File: config.mk
export PLATFORM = sky130hd
export DESIGN_NAME = fetch_unit
export DESIGN_NICKNAME = d
export VERILOG_FILES = /design/src/rtl/fetch_unit_pkg.sv /design/src/rtl/fetch_unit_reg16_en.sv /design/src/rtl/fetch_unit.sv
export SDC_FILE = /design/constraint.sdc
export NUM_CORES = 1
export LEC_CHECK = 0
export CAP_MARGIN = 0
export CORE_ASPECT_RATIO = 1.75
export CORE_UTILIZATION = 37
export DETAILED_ROUTE_END_ITERATION = 10
export HOLD_SLACK_MARGIN = 0.06
export PLACE_DENSITY = 0.8
export SKIP_CTS_REPAIR_TIMING = 1
export SLEW_MARGIN = 30
export SYNTH_ARGS = -nofsm -noshare
export SYNTH_HDL_FRONTEND = slang
export SYNTH_HIERARCHICAL = 1
export SYNTH_SLANG_ARGS = --single-unit
File: constraint.sdc
create_clock -name clk -period 1.5 [get_ports clk]
set_input_delay 0.15 -clock clk [delete_from_list [all_inputs] [get_ports clk]]
set_output_delay 0.15 -clock clk [all_outputs]
set_load 0.02 [all_outputs]
File: src/rtl/fetch_unit_pkg.sv
// Shared encodings and constants for the instruction fetch stage.
package fetch_unit_pkg;

    typedef enum logic [1:0] {
        ST_IDLE = 2'd0,
        ST_BUSY = 2'd1,
        ST_HALT = 2'd2
    } state_t;

    localparam logic [15:0] NOP_INSTR    = 16'h0800;
    localparam logic [15:0] RESET_PC     = 16'h0000;
    localparam int          IMEM_TIMEOUT = 16;

endpackage

File: src/rtl/fetch_unit_reg16_en.sv
// 16-bit load-enable register with async active-low reset to a parameterised value.
module reg16_en #(
    parameter logic [15:0] RST_VAL = 16'h0000
) (
    input  logic        clk,
    input  logic        rst,
    input  logic        en,
    input  logic [15:0] d,
    output logic [15:0] q
);

    always_ff @(posedge clk or negedge rst) begin
        if (!rst)    q <= RST_VAL;
        else if (en) q <= d;
    end

endmodule

File: src/rtl/fetch_unit.sv
// Instruction fetch stage: PC register, memory handshake, IF/ID register, fault detection.
module fetch_unit
    import fetch_unit_pkg::*;
(
    input  logic        clk,
    input  logic        rst,
    input  logic [15:0] nextPC,
    input  logic        stall,
    input  logic        flush,
    input  logic        halt,
    output logic        imemReq,
    output logic [15:0] imemAddr,
    input  logic        imemRdy,
    input  logic [15:0] imemData,
    output logic [15:0] pcCurrent,
    output logic [15:0] instr,
    output logic        ifValid,
    output logic        err
);

    state_t      state, state_nxt;
    logic [4:0]  cnt, cnt_nxt;
    logic        vld_nxt;
    logic        pc_ld, cap, fault;

    reg16_en #(.RST_VAL(RESET_PC)) u_pc (
        .clk (clk),
        .rst (rst),
        .en  (pc_ld),
        .d   (nextPC),
        .q   (pcCurrent)
    );

    reg16_en #(.RST_VAL(NOP_INSTR)) u_instr (
        .clk (clk),
        .rst (rst),
        .en  (cap),
        .d   (imemData),
        .q   (instr)
    );

    assign imemAddr = pcCurrent;

    always_ff @(posedge clk or negedge rst) begin
        if (!rst) begin
            state   <= ST_IDLE;
            cnt     <= '0;
            ifValid <= 1'b0;
            err     <= 1'b0;
        end else begin
            state   <= state_nxt;
            cnt     <= cnt_nxt;
            ifValid <= vld_nxt;
            err     <= err | fault;
        end
    end

    // Flush beats halt beats capture; a held (stalled) instruction suppresses new requests.
    always_comb begin
        state_nxt = state;
        cnt_nxt   = cnt;
        vld_nxt   = ifValid;
        pc_ld     = 1'b0;
        cap       = 1'b0;
        fault     = 1'b0;
        case (state)
            ST_IDLE, ST_BUSY: begin
                state_nxt = ST_BUSY;
                if (ifValid && !stall) vld_nxt = 1'b0;
                if (flush) begin
                    pc_ld   = 1'b1;
                    vld_nxt = 1'b0;
                    cnt_nxt = '0;
                end else if (halt) begin
                    state_nxt = ST_HALT;
                    cnt_nxt   = '0;
                end else if (imemReq && imemRdy) begin
                    cap     = 1'b1;
                    pc_ld   = 1'b1;
                    vld_nxt = 1'b1;
                    cnt_nxt = '0;
                end else if (imemReq) begin
                    cnt_nxt = cnt + 5'd1;
                    if (cnt_nxt == 5'(IMEM_TIMEOUT)) begin
                        fault     = 1'b1;
                        state_nxt = ST_HALT;
                    end
                end else begin
                    cnt_nxt = '0;
                end
                // Misaligned target still loads so the bad PC is visible for debug.
                if (pc_ld && nextPC[0]) begin
                    fault     = 1'b1;
                    state_nxt = ST_HALT;
                end
            end
            ST_HALT: begin
                if (ifValid && !stall) vld_nxt = 1'b0;
            end
            default: state_nxt = ST_IDLE;
        endcase
    end

    always_comb begin
        imemReq = 1'b0;
        if (state == ST_BUSY)
            imemReq = !(ifValid && stall) && !flush;
    end

endmodule

==> flow_summary_export.csv, run 1 <==
group,metric,value,unit
sta,rsz0062_at_grt,"yes",
global_route,grt-ovfl-total,0,
global_route,grtUsageTotal,15.0,%
sta,hold_viol_final,0,
floorplan,ioPinCount,89,
sta,period_share,105,%
drt,firstDrtPassIters,6,
setup_path,crit_path_max_fanout,16,
cts,h-tree-depth,2,
final_layout,n_antenna_cell,0,
sta,final_max_slew_viol_count,0,
logic_synthesis,postSynthAreaPerCell,14.6,um^2
drt,wl_per_cell,15.0,um
setup_path,cp.required,1.67,ns
cts,clock_sinks,41,
global_route,antenna_found_initial,0,
logic_synthesis,synth_top_flop_cell,"dfrtp_1",
logic_synthesis,syn_nets,175,
final_layout,final_util,61.4,%
final_layout,drive_gt1_share,33.0,%
global_route,grt_pass1_vias,1369,
drt,vias_per_cell,4.85,
placement,globalplace.congestion,0.771,
drt,drt_iter0_drc,65,
setup_path,r2r_slack,-0.08,ns
sta,slew_headroom,68.6,%
cts,numCtsBuffers,5,
logic_synthesis,async_flop_share,100,%
drt,post-route-drc-count,8,
setup_path,worstReg2RegStart,"state[1]",
power_and_ir_drop,p_per_area,764,nW/um^2
power_and_ir_drop,p_total,2.38,mW
power_and_ir_drop,p_leak,1.43,nW
setup_path,reg2regPathDepth,4,
cts,cts.clk_slew.worst_paths,0.08,ns
setup_path,arrival,1.75,ns
sta,whs,0.344,ns
placement,dp_hpwl,3180,um
setup_path,cp-end-kind,"flop",
global_route,grt_max_degree,23,
run_status,status,"finished with violations",
logic_synthesis,yosys_warnings,6,
sta,fin_crit,1.58,ns
cts,cts_buffer_depth,2,
floorplan,fp.dieH,98.5,um
sta,clock-skew-final,0.00661,ns
floorplan,die_w,57.2,um
logic_synthesis,synth.distinct_cells,35,
floorplan,initial_core_util,38.9,%
cts,cts_tree,"built",
placement,dp_cells,273,
final_layout,final_cells,284,
min_path,hp-class,"primary input to asynchronous set/reset pin",
final_layout,final_cell_mix,"clkdlybuf4s50_1 (83), dfrtp_1 (38), mux2_4 (21)",
drt,routed_wl,4260,um
logic_synthesis,synth_edf_count,0,
floorplan,die_area,5630,um^2
final_layout,final_common_cell,"clkdlybuf4s50_1",
setup_path,critPathKind,"flop to flop",
logic_synthesis,synth-seq-cells,41,
cts,root_buffer,"clkbuf_8",
drt,num_vias,1376,
floorplan,row_count,34,
power_and_ir_drop,ir_drop,0.477,mV
drt,postRouteAntennaNets,0,
logic_synthesis,syn_inst,135,
floorplan,coreArea,5060,um^2
final_layout,synthToLayoutAreaGrowth,57.8,%
setup_path,startpoint_type,"flop",
logic_synthesis,yosysSeqAreaShare,52.1,%
setup_path,cp-startpoint,"state[1]",
placement,io_buffers,88,
sta,worstMarginPinSlew,0.471,ns
run_status,violations,"DRC, setup timing",
global_route,grt_pass1_wl,6570,um
final_layout,nets,269,
final_layout,fillCellCount,409,
logic_synthesis,synthesis.area,1970,um^2
sta,fmax,634,MHz
sta,setup_slack,-0.0778,ns
sta,setup_viol,31,
run,maxCapViolations,0,
setup_path,timing.rr.end,"u_instr/q[1]",
cts,clk_latency,0.29,ns
-- critical path, stage by stage, from the launching register on --
cell and delay (ns):
dfrtp_1 0.41, or2_4 0.30, nor3_4 0.22, buf_12 0.19
mux2_2 0.34
-- worst max path at each step --
stage / cells after the start / to / slack (ns)
finish: 4 / u_instr/q[1] / -0.08
global route: 4 / u_instr/q[13] / -0.13
CTS: 3 / imemReq / -0.37
detailed placement: 5 / u_instr/q[15] / -0.27
global placement: 5 / u_pc/q[15] / -0.25
floorplan: 5 / u_pc/q[10] / -0.11
-- layer usage --
layer / part of all wire, % / GRT usage [%] / routed length, um / vias to the layer above
met3: 5.5 / 3.81 / 235 / 5
met2: 55 / 25.7 / 2330 / 47
li1: - / - / - / 648
met1: 38 / 17.6 / 1630 / 676
met5: 0 / 0 / 0 / -
met4: 1.5 / 6.00 / 64 / 0
-- cell type report --
type / count / area (um^2) / share of cell area (%)
clock inverter: 1 / 30.0 / 0.966
timing repair buffer: 108 / 1060 / 34.2
sequential: 41 / 1030 / 33.1
inverter: 1 / 3.75 / 0.121
tap: 54 / 67.6 / 2.17
multi-input combinational: 72 / 828 / 26.6
clock buffer: 7 / 86.3 / 2.78
-- power by group --
part	leakage, nW	internal (mW)	switching, mW
logic	0.828	0.196	0.130
registers	0.542	1.13	0.0181
clock network	0.0585	0.542	0.361
total	1.43	1.87	0.509
-- per-stage QoR --
stage	setup WS (ns)	instance area (um^2)	TNS [ns]
2_1_floorplan	-0.111	2000	-1.90
3_3_place_gp	-0.247	2910	-7.70
3_5_place_dp	-0.274	2910	-8.44
4_1_cts	-0.370	3020	-3.14
5_1_grt	-0.128	3110	-2.50
6_report	-0.0778	3110	-1.14
-- synth_stat cells (2+ instances only) --
master	number	share of area, %
dfrtp_1	40	51
mux2_4	20	15
buf_4	16	6.1
mux2_2	13	7.4
nand3_1	4	1.0
a22o_1	3	1.3
nand2_1	3	0.57
nand2b_1	3	0.95
nor3_1	3	0.76
a21oi_1	2	0.51
buf_12	2	2.0
buf_6	2	1.1
ha_1	2	1.3
-- sequential cells by signal, summed over array words and instances, names as in the netlist --
signal / count
u_pc/q: 16
err: 1
ifValid: 1
u_instr/q: 16
cnt: 5
state: 2
-- cell families after synthesis --
| family | synth area share (%) |
|---|---|
| adder cells (fa/ha/maj) | 1.27 |
| XOR/XNOR | 0.445 |
| buffers and inverters | 9.71 |
| AND/OR/NAND/NOR | 6.41 |
| AO/OA/AOI/OAI | 6.29 |
| flip-flops | 52.1 |
| multiplexers | 23.7 |
No activity file was read; power rests on OpenSTA's default activity.
==> inputs of run 2 (changes only) <==
==> constraint.sdc (replaced) <==
create_clock -name clk -period 1.3 [get_ports clk]
set_input_delay 0.195 -clock clk [delete_from_list [all_inputs] [get_ports clk]]
set_output_delay 0.195 -clock clk [all_outputs]
set_load 0.02 [all_outputs]
==> run 2 against run 1 <==
- the run still ends with DRC, setup timing left
- die area stayed put
- total power increased by 13%
- maximum frequency increased by 0.95%
- worst hold slack gained 0.077 ns
- critical path depth grew 1
- global-route usage is 1.8 points higher
- clock skew increased by 0.0039 ns
- core utilization up 5.9 points
==> flow_summary_export.csv, run 2 (synthesized netlist as in run 1, its figures left out) <==
group,metric,value,unit
cts,cts.clk_slew.worst_paths,0.08,ns
global_route,grtUsageTotal,16.8,%
drt,vias_per_cell,4.88,
sta,fin_crit,1.56,ns
setup_path,crit_path_max_fanout,8,
placement,placed_area,3010,um^2
cts,cts_buffer_depth,2,
placement,dp_cells,280,
power_and_ir_drop,p_per_area,785,nW/um^2
floorplan,initial_core_util,38.9,%
run_status,violations,"DRC, setup timing",
sta,clock-skew-final,0.0105,ns
floorplan,fp.dieH,98.5,um
floorplan,die_w,57.2,um
setup_path,max_stage_delay,0.41,ns
run_status,status,"finished with violations",
placement,globalplace.congestion,0.791,
final_layout,nets,280,
global_route,grt-ovfl-total,0,
placement,dp_slack,-0.513,ns
floorplan,ioPinCount,89,
cts,root_buffer,"clkbuf_8",
final_layout,final_util,67.3,%
final_layout,final_cell_mix,"dlymetal6s2s_1 (50), dfrtp_1 (38), clkdlybuf4s50_1 (36)",
setup_path,timing.rr.end,"u_pc/q[10]",
global_route,grt_max_degree,22,
floorplan,row_count,34,
floorplan,die_area,5630,um^2
setup_path,cp.required,1.48,ns
power_and_ir_drop,p_total,2.68,mW
setup_path,crit_buf_inv,2,
final_layout,n_antenna_cell,0,
min_path,hp-class,"primary input to asynchronous set/reset pin",
cts,cts_tree,"built",
final_layout,reg_top3,"u_instr/q x16, u_pc/q x16, cnt x5",
global_route,grt_pass1_vias,1515,
setup_path,r2r_slack,-0.26,ns
drt,wl_per_cell,16.7,um
sta,setup_viol,41,
drt,drt_iter0_drc,47,
setup_path,cp.depth,5,
final_layout,final_cells,295,
cts,clk_latency,0.29,ns
setup_path,crit_end,"u_pc/q[10]",
final_layout,final_common_cell,"dlymetal6s2s_1",
sta,final_max_slew_viol_count,0,
final_layout,drive_gt1_share,38.2,%
sta,period_share,120,%
setup_path,worstReg2RegStart,"ifValid",
sta,hold_viol_final,0,
sta,slew_headroom,78.1,%
sta,worstMarginPinSlew,0.326,ns
drt,firstDrtPassIters,7,
setup_path,reg2regPathDepth,5,
setup_path,arrival,1.74,ns
power_and_ir_drop,ir_drop,0.562,mV
sta,fin_setup_tns,-8.96,ns
setup_path,cp-end-kind,"flop",
cts,numCtsBuffers,5,
drt,routed_wl,4920,um
sta,fmax,640,MHz
final_layout,fin_area,3410,um^2
sta,rsz0062_at_grt,"yes",
setup_path,crit_slowest_cell,"dfrtp_2",
setup_path,startpoint_type,"flop",
sta,setup_slack,-0.263,ns
placement,io_buffers,88,
floorplan,coreArea,5060,um^2
sta,whs,0.421,ns
setup_path,cp-startpoint,"ifValid",
drt,post-route-drc-count,8,
setup_path,critPathKind,"flop to flop",
run,maxCapViolations,0,
global_route,grt_pass1_wl,7200,um
cts,h-tree-depth,2,
setup_path,path_delay_family,"compound AO/OA/AOI/OAI gates",
placement,dp_hpwl,3430,um
drt,postRouteAntennaNets,0,
drt,num_vias,1439,
cts,clock_sinks,41,
power_and_ir_drop,p_leak,2.24,nW
final_layout,synthToLayoutAreaGrowth,73.0,%
global_route,antenna_found_initial,0,
setup_path,crit_path_cell_trace,"a21bo_4, o31ai_4, buf_6, clkbuf_16, mux2_4",
-- run 2: cell count changes in the layout (fill, tap and decap cells not counted), sizes merged --
| cell | before | now |
|---|---|---|
| clkdlybuf4s50 | 83 | 36 |
| dlymetal6s2s | 3 | 50 |
| buf | 20 | 30 |
| clkinv | 0 | 1 |
-- run 2: final cells by class --
cell class                      instances  area (um^2)
Inverter                                1         3.75
Clock inverter                          2         35.0
Clock buffer                            6         72.6
Fill cell                             365         1650
Sequential cell                        41         1030
Tap cell                               54         67.6
Timing Repair Buffer                  119         1320
Multi-Input combinational cell         72          883
-- run 2: layer usage --
metal  part of all wire [%]  track usage (%)
met2                     58             31.6
met3                    4.5             3.54
met1                     36             18.2
met4                    1.4             5.63
met5                      0                0
-- run 2: tightest hold or removal path: cells and delay by family --
kind / cells / cell delay [ns]
buf+inv: 3 / 0.90
-- run 2: worst min-delay path by stage --
stage | startpoint | endpoint | cells past startpoint
after floorplan | rst | cnt[0] | 0
after global placement | rst | u_pc/q[2] | 2
after detailed placement | rst | u_pc/q[3] | 2
after CTS | rst | u_pc/q[4] | 2
after global routing | rst | u_pc/q[11] | 3
final | rst | u_pc/q[4] | 3
-- run 2: report_power, final --
group	internal (mW)	leakage, nW	total, mW	switching (mW)
combinational	0.223	1.64	0.379	0.155
clock	0.569	0.0552	0.975	0.406
sequential	1.30	0.542	1.32	0.0196
